**src/rtl/uart_tx_arbiter.sv**
```systemverilog
// uart_tx_arbiter: shares one UART byte transmitter between NUM_REQ requesters.
// Round-robin arbitration with a bounded burst per requester; each captured
// byte is launched with a one-cycle tx_start and the arbiter waits for
// tx_done before choosing the next winner.
// Optional build macro UART_TX_ARB_TIMEOUT_EN adds a tx_done watchdog that
// abandons a byte after TIMEOUT_CYC cycles and pulses timeout_err; without it
// timeout_err is tied low and the arbiter waits for tx_done indefinitely.
module uart_tx_arbiter #(
  parameter int NUM_REQ     = 4,
  parameter int GID_W       = 2,
  parameter int MAX_BURST   = 4,
  parameter int TIMEOUT_CYC = 4096
) (
  input  logic                 clk,
  input  logic                 rst_n,
  input  logic [NUM_REQ-1:0]   req,
  input  logic [NUM_REQ*8-1:0] req_data,
  output logic [NUM_REQ-1:0]   req_ack,
  output logic                 tx_start,
  output logic [7:0]           tx_byte,
  input  logic                 tx_done,
  output logic [GID_W-1:0]     grant_id,
  output logic                 busy,
  output logic                 timeout_err
);

  // Reject parameter sets the index arithmetic cannot support.
  if ((NUM_REQ != (1 << GID_W)) || (NUM_REQ < 2) || (NUM_REQ > 8) ||
      (MAX_BURST < 1) || (MAX_BURST > 15) || (TIMEOUT_CYC < 1)) begin : g_bad_cfg
    $error("uart_tx_arbiter: unsupported parameter combination");
  end

  localparam logic [3:0] MAX_B = 4'(MAX_BURST);

  typedef enum logic [1:0] {
    IDLE,
    LAUNCH,
    WAIT_DONE
  } state_t;

  state_t           state;
  logic [GID_W-1:0] ptr;
  logic [3:0]       burst_cnt;
  logic [GID_W-1:0] winner;
  logic [7:0]       win_byte;

  // First requesting index at or above ptr, wrapping. NUM_REQ is a power of
  // two, so the GID_W-bit addition wraps modulo NUM_REQ on its own. The scan
  // runs downward so the closest index to ptr is the last one to assign.
  function automatic logic [GID_W-1:0] pick(input logic [NUM_REQ-1:0] r,
                                            input logic [GID_W-1:0]   p);
    logic [GID_W-1:0] idx;
    pick = p;
    for (int i = NUM_REQ - 1; i >= 0; i--) begin
      idx = p + GID_W'(i);
      if (r[idx]) pick = idx;
    end
  endfunction

  assign winner   = pick(req, ptr);
  assign win_byte = req_data[8*winner +: 8];

`ifdef UART_TX_ARB_TIMEOUT_EN
  localparam int TO_W = $clog2(TIMEOUT_CYC + 1);
  localparam logic [TO_W-1:0] TO_LAST = TO_W'(TIMEOUT_CYC - 1);

  logic [TO_W-1:0] wait_cnt;

  // Arbitration FSM with tx_done watchdog; all outputs registered.
  always_ff @(posedge clk or negedge rst_n) begin
    if (!rst_n) begin
      state       <= IDLE;
      ptr         <= '0;
      burst_cnt   <= '0;
      req_ack     <= '0;
      tx_start    <= 1'b0;
      tx_byte     <= '0;
      grant_id    <= '0;
      busy        <= 1'b0;
      timeout_err <= 1'b0;
      wait_cnt    <= '0;
    end else begin
      req_ack     <= '0;
      tx_start    <= 1'b0;
      timeout_err <= 1'b0;
      case (state)
        IDLE: begin
          if (|req) begin
            tx_byte  <= win_byte;
            req_ack  <= NUM_REQ'(1) << winner;
            grant_id <= winner;
            state    <= LAUNCH;
            // A nonzero count means the last grant ended as a burst continuation.
            if ((winner == grant_id) && (burst_cnt != 4'd0)) burst_cnt <= burst_cnt + 4'd1;
            else burst_cnt <= 4'd1;
          end
        end
        LAUNCH: begin
          tx_start <= 1'b1;
          busy     <= 1'b1;
          wait_cnt <= '0;
          state    <= WAIT_DONE;
        end
        WAIT_DONE: begin
          // tx_done takes precedence over a watchdog expiring on the same edge.
          if (tx_done) begin
            busy  <= 1'b0;
            state <= IDLE;
            if (req[grant_id] && (burst_cnt < MAX_B)) begin
              ptr <= grant_id;
            end else begin
              ptr       <= grant_id + GID_W'(1);
              burst_cnt <= 4'd0;
            end
          end else if (wait_cnt == TO_LAST) begin
            timeout_err <= 1'b1;
            busy        <= 1'b0;
            ptr         <= grant_id + GID_W'(1);
            burst_cnt   <= 4'd0;
            state       <= IDLE;
          end else begin
            wait_cnt <= wait_cnt + TO_W'(1);
          end
        end
        default: state <= IDLE;
      endcase
    end
  end
`else
  assign timeout_err = 1'b0;

  // Arbitration FSM; all outputs registered.
  always_ff @(posedge clk or negedge rst_n) begin
    if (!rst_n) begin
      state     <= IDLE;
      ptr       <= '0;
      burst_cnt <= '0;
      req_ack   <= '0;
      tx_start  <= 1'b0;
      tx_byte   <= '0;
      grant_id  <= '0;
      busy      <= 1'b0;
    end else begin
      req_ack  <= '0;
      tx_start <= 1'b0;
      case (state)
        IDLE: begin
          if (|req) begin
            tx_byte  <= win_byte;
            req_ack  <= NUM_REQ'(1) << winner;
            grant_id <= winner;
            state    <= LAUNCH;
            // A nonzero count means the last grant ended as a burst continuation.
            if ((winner == grant_id) && (burst_cnt != 4'd0)) burst_cnt <= burst_cnt + 4'd1;
            else burst_cnt <= 4'd1;
          end
        end
        LAUNCH: begin
          tx_start <= 1'b1;
          busy     <= 1'b1;
          state    <= WAIT_DONE;
        end
        WAIT_DONE: begin
          if (tx_done) begin
            busy  <= 1'b0;
            state <= IDLE;
            if (req[grant_id] && (burst_cnt < MAX_B)) begin
              ptr <= grant_id;
            end else begin
              ptr       <= grant_id + GID_W'(1);
              burst_cnt <= 4'd0;
            end
          end
        end
        default: state <= IDLE;
      endcase
    end
  end
`endif

endmodule

```
**config.mk**
```make
export PLATFORM = sky130hd
export DESIGN_NAME = uart_tx_arbiter
export DESIGN_NICKNAME = d
export VERILOG_FILES = /design/src/rtl/uart_tx_arbiter.sv
export SDC_FILE = /design/constraint.sdc
export NUM_CORES = 1
export LEC_CHECK = 0
export ABC_AREA = 1
export BUFFER_PORTS_ARGS = -buffer_cell sky130_fd_sc_hd__buf_4
export CORE_UTILIZATION = 52
export CTS_BUF_LIST = sky130_fd_sc_hd__clkbuf_4
export DETAILED_ROUTE_END_ITERATION = 10
export GPL_TIMING_DRIVEN = 0
export PLACE_DENSITY = 0.82
export SYNTH_ARGS = -nofsm -noshare
export SYNTH_HDL_FRONTEND = slang
export SYNTH_SLANG_ARGS = --single-unit
```
**constraint.sdc**
```tcl
create_clock -name clk -period 2.3 [get_ports clk]
set_clock_uncertainty 0.1 [all_clocks]
set_input_delay 0.46 -clock clk [delete_from_list [all_inputs] [get_ports clk]]
set_output_delay 0.46 -clock clk [all_outputs]
set_load 0.1 [all_outputs]
```
==> flow_metrics.env <==
export IMPL_synth_top_area_frac=0.352
export IMPL_io_buffers=54
export IMPL_fmax_mhz=508
export IMPL_instances_no_fill=334
export IMPL_cts_sinks=24
export IMPL_fin_area_mm2=0.00223
export IMPL_cpMostUsedCell="nand2_1"
export IMPL_grt_start_max_net_pins=25
export IMPL_synth_cell_types=27
export IMPL_drt_iter0_markers=90
export IMPL_status="finished clean"
export IMPL_first_pass_iters=4
export IMPL_yosys_top_cells_area="dfrtp_1 35%, nand2_1 16%, nand3_1 11%, nand2_2 7.3%, nand3_2 5.9%"
export IMPL_worst_setup_path_start_kind="flip-flop"
export IMPL_max_cap_violations=0
export IMPL_tightestPinTransition_ns=0.521
export IMPL_place_inst=329
export IMPL_crit_start="ptr[0]$_DFFE_PN0P_"
export IMPL_clock_latency_ns=0.31
export IMPL_min_period_ns=1.97
export IMPL_grt_usage=0.252
export IMPL_yosysMostFrequentCell="nand2_1"
export IMPL_cp_end_kind="flip-flop"
export IMPL_clk_path_buf_depth=2
export IMPL_cp_buffers_inverters=3
export IMPL_placed_cell_area_mm2=0.00217
export IMPL_min_from="tx_done"
export IMPL_finalSetupViolCount=0
export IMPL_syn_inst=231
export IMPL_slew_viol_final=0
export IMPL_rows=20
export IMPL_die_area_mm2=0.00352
export IMPL_min_period_over_period=0.856
export IMPL_ys_seq_elements=24
export IMPL_ys_seq_area_frac=0.352
export IMPL_cts_buffers=3
export IMPL_syn_nets=272
export IMPL_ys_flop_type="dfrtp_1"
export IMPL_num_vias=1655
export IMPL_synth_avg_cell_area_um2=7.39
export IMPL_fp_dieW_um=59.3
export IMPL_r2r_start="ptr[0]$_DFFE_PN0P_"
export IMPL_hpwl_mm=3.03
export IMPL_slew_headroom=0.651
export IMPL_clockRootBuffer="clkbuf_4"
export IMPL_rsz0062_at_grt="false"
export IMPL_cts_tree="yes"
export IMPL_cp_slowest_cell="dfrtp_1"
export IMPL_remaining_drc_errors=0
export IMPL_cp_required_ns=2.47
export IMPL_synth_top_cell_by_area="dfrtp_1"
export IMPL_viasPerCell=4.96
export IMPL_cts_clk_slew_worst_paths_ns=0.14
export IMPL_synth_area_mm2=0.00171
export IMPL_synth_edf_count=0
export IMPL_grt_ovfl_total=0
export IMPL_yosys_top_cells_count="72 x nand2_1, 36 x nand3_1, 24 x dfrtp_1"
export IMPL_final_setup_tns_ns=0
export IMPL_ys_async_sr_fraction=1.00
export IMPL_ant_nets=0
export IMPL_whs_ns=0.236
export IMPL_grt_pass1_wl_mm=6.75
export IMPL_timing_final_hold_violations=0
export IMPL_h_tree_depth=1
export IMPL_antenna_found_initial=0
export IMPL_yosys_warnings=0
export IMPL_worstPathMaxFanout=9
export IMPL_diodes=0
export IMPL_cp_top_family="simple AND/OR/NAND/NOR gates"
export IMPL_routed_wl_mm=4.01
export IMPL_wl_per_cell_um=12.0
export IMPL_nNetsFinal=332
export IMPL_die_h_um=59.3
export IMPL_pin_count=56
export IMPL_slowest_delay_ns=0.40
export IMPL_routabilityCongestion=0.854
export IMPL_hold_path_class="in2reg"
export IMPL_worstPathCellList="buf_6, inv_8, nand2_1, nand2_1, nand2_1, nand2_2, nor2_1, nand2_1, nand2_1, nand2_2, clkinv_1, nand3_1, nand3_1, nand2_1"
export IMPL_grt_pass1_vias=1586
export IMPL_start_util=0.554
export IMPL_area_growth_pct=30.6
export IMPL_nFillCells=263
export IMPL_arrival_ns=2.14
export IMPL_path_class="reg2reg"
export IMPL_core_mm2=0.00308
export IMPL_drive_above_1_share=0.355
-- layout make-up --
type / count / area, um^2 / share of cell area
inverter: 26 / 105 / 0.0471
timing repair buffer: 55 / 415 / 0.186
buffer: 6 / 65.1 / 0.0292
multi-input combinational: 175 / 936 / 0.420
tap: 44 / 55.1 / 0.0247
clock inverter: 1 / 30.0 / 0.0135
clock buffer: 3 / 22.5 / 0.0101
sequential: 24 / 601 / 0.269
-- state kept, by name, indices dropped and copies added (netlist names) --
signal     count
tx_start       1
state          2
ptr            2
tx_byte        8
grant_id       2
busy           1
burst_cnt      4
req_ack        4
-- logic make-up (layout without fill, tap and decap cells) --
logic type / after synthesis / count (layout) / synth area share
and+or+nand+nor: 158 / 158 / 0.485
buffers and inverters: 32 / 91 / 0.0997
DFF: 24 / 24 / 0.352
AOI/OAI and AO/OA: 12 / 12 / 0.0359
adders and majority gates: 2 / 2 / 0.0147
xor gates and xnor gates: 2 / 2 / 0.0103
other: 1 / 1 / 0.00220
-- path summary, 6_finish.rpt --
kind,to,slack [ns],cells after the start
setup reg to reg,tx_byte[3]$_DFFE_PN0P_,0.33,14
setup / recovery,tx_byte[3]$_DFFE_PN0P_,0.33,14
hold reg to reg,busy$_DFFE_PN0P_,0.40,2
hold / removal,state[1]$_DFFE_PN0P_,0.24,2
max in group asynchronous,ptr[0]$_DFFE_PN0P_,1.39,2
min in group asynchronous,req_ack[2]$_DFF_PN0_,0.47,2
-- per-layer routing --
metal  vias to the layer above  part of all wire  global-route usage
met1                       760              0.45               0.329
met5                         -                 0                   0
met3                         4             0.037              0.0393
met4                         0            0.0070              0.0748
met2                        41              0.51               0.429
li1                        850                 -                   -
-- layout by cell type (no fill, tap or decap) --
master,n
ha_1,2
nor4_1,1
buf_4,55
nand3_4,1
conb_1,1
nand2_2,20
clkbuf_4,3
clkinv_1,1
nand2_4,2
nand2_8,2
nor2_1,10
buf_12,1
buf_6,3
nand4_1,2
o22ai_1,1
dfrtp_1,24
a21oi_1,5
nand3_2,10
nor2_4,1
clkbuf_1,1
xor2_1,2
nand2_1,72
inv_8,1
nand3_1,36
dlygate4sd3_1,1
nor3_1,1
bufinv_16,1
o21ai_0,6
inv_2,3
inv_1,21
-- what timing repair did --
action / in CTS / in global routing
buffers inserted: 0 / 0
hold buffers: 1 / 0
resized for setup: 0 / 0
hold endpoints to repair: 24 / 0
-- metrics by stage --
step,util,setup slack [ns]
after floorplan,-,0.155
after global placement,0.704,0.303
after detailed placement,0.704,0.292
after CTS,0.724,0.309
after global routing,0.724,0.114
final,0.724,0.331
Power is left out: the tool's default activity adds up to more than one toggle a clock period on the data nets, which glitch-free logic cannot reach.
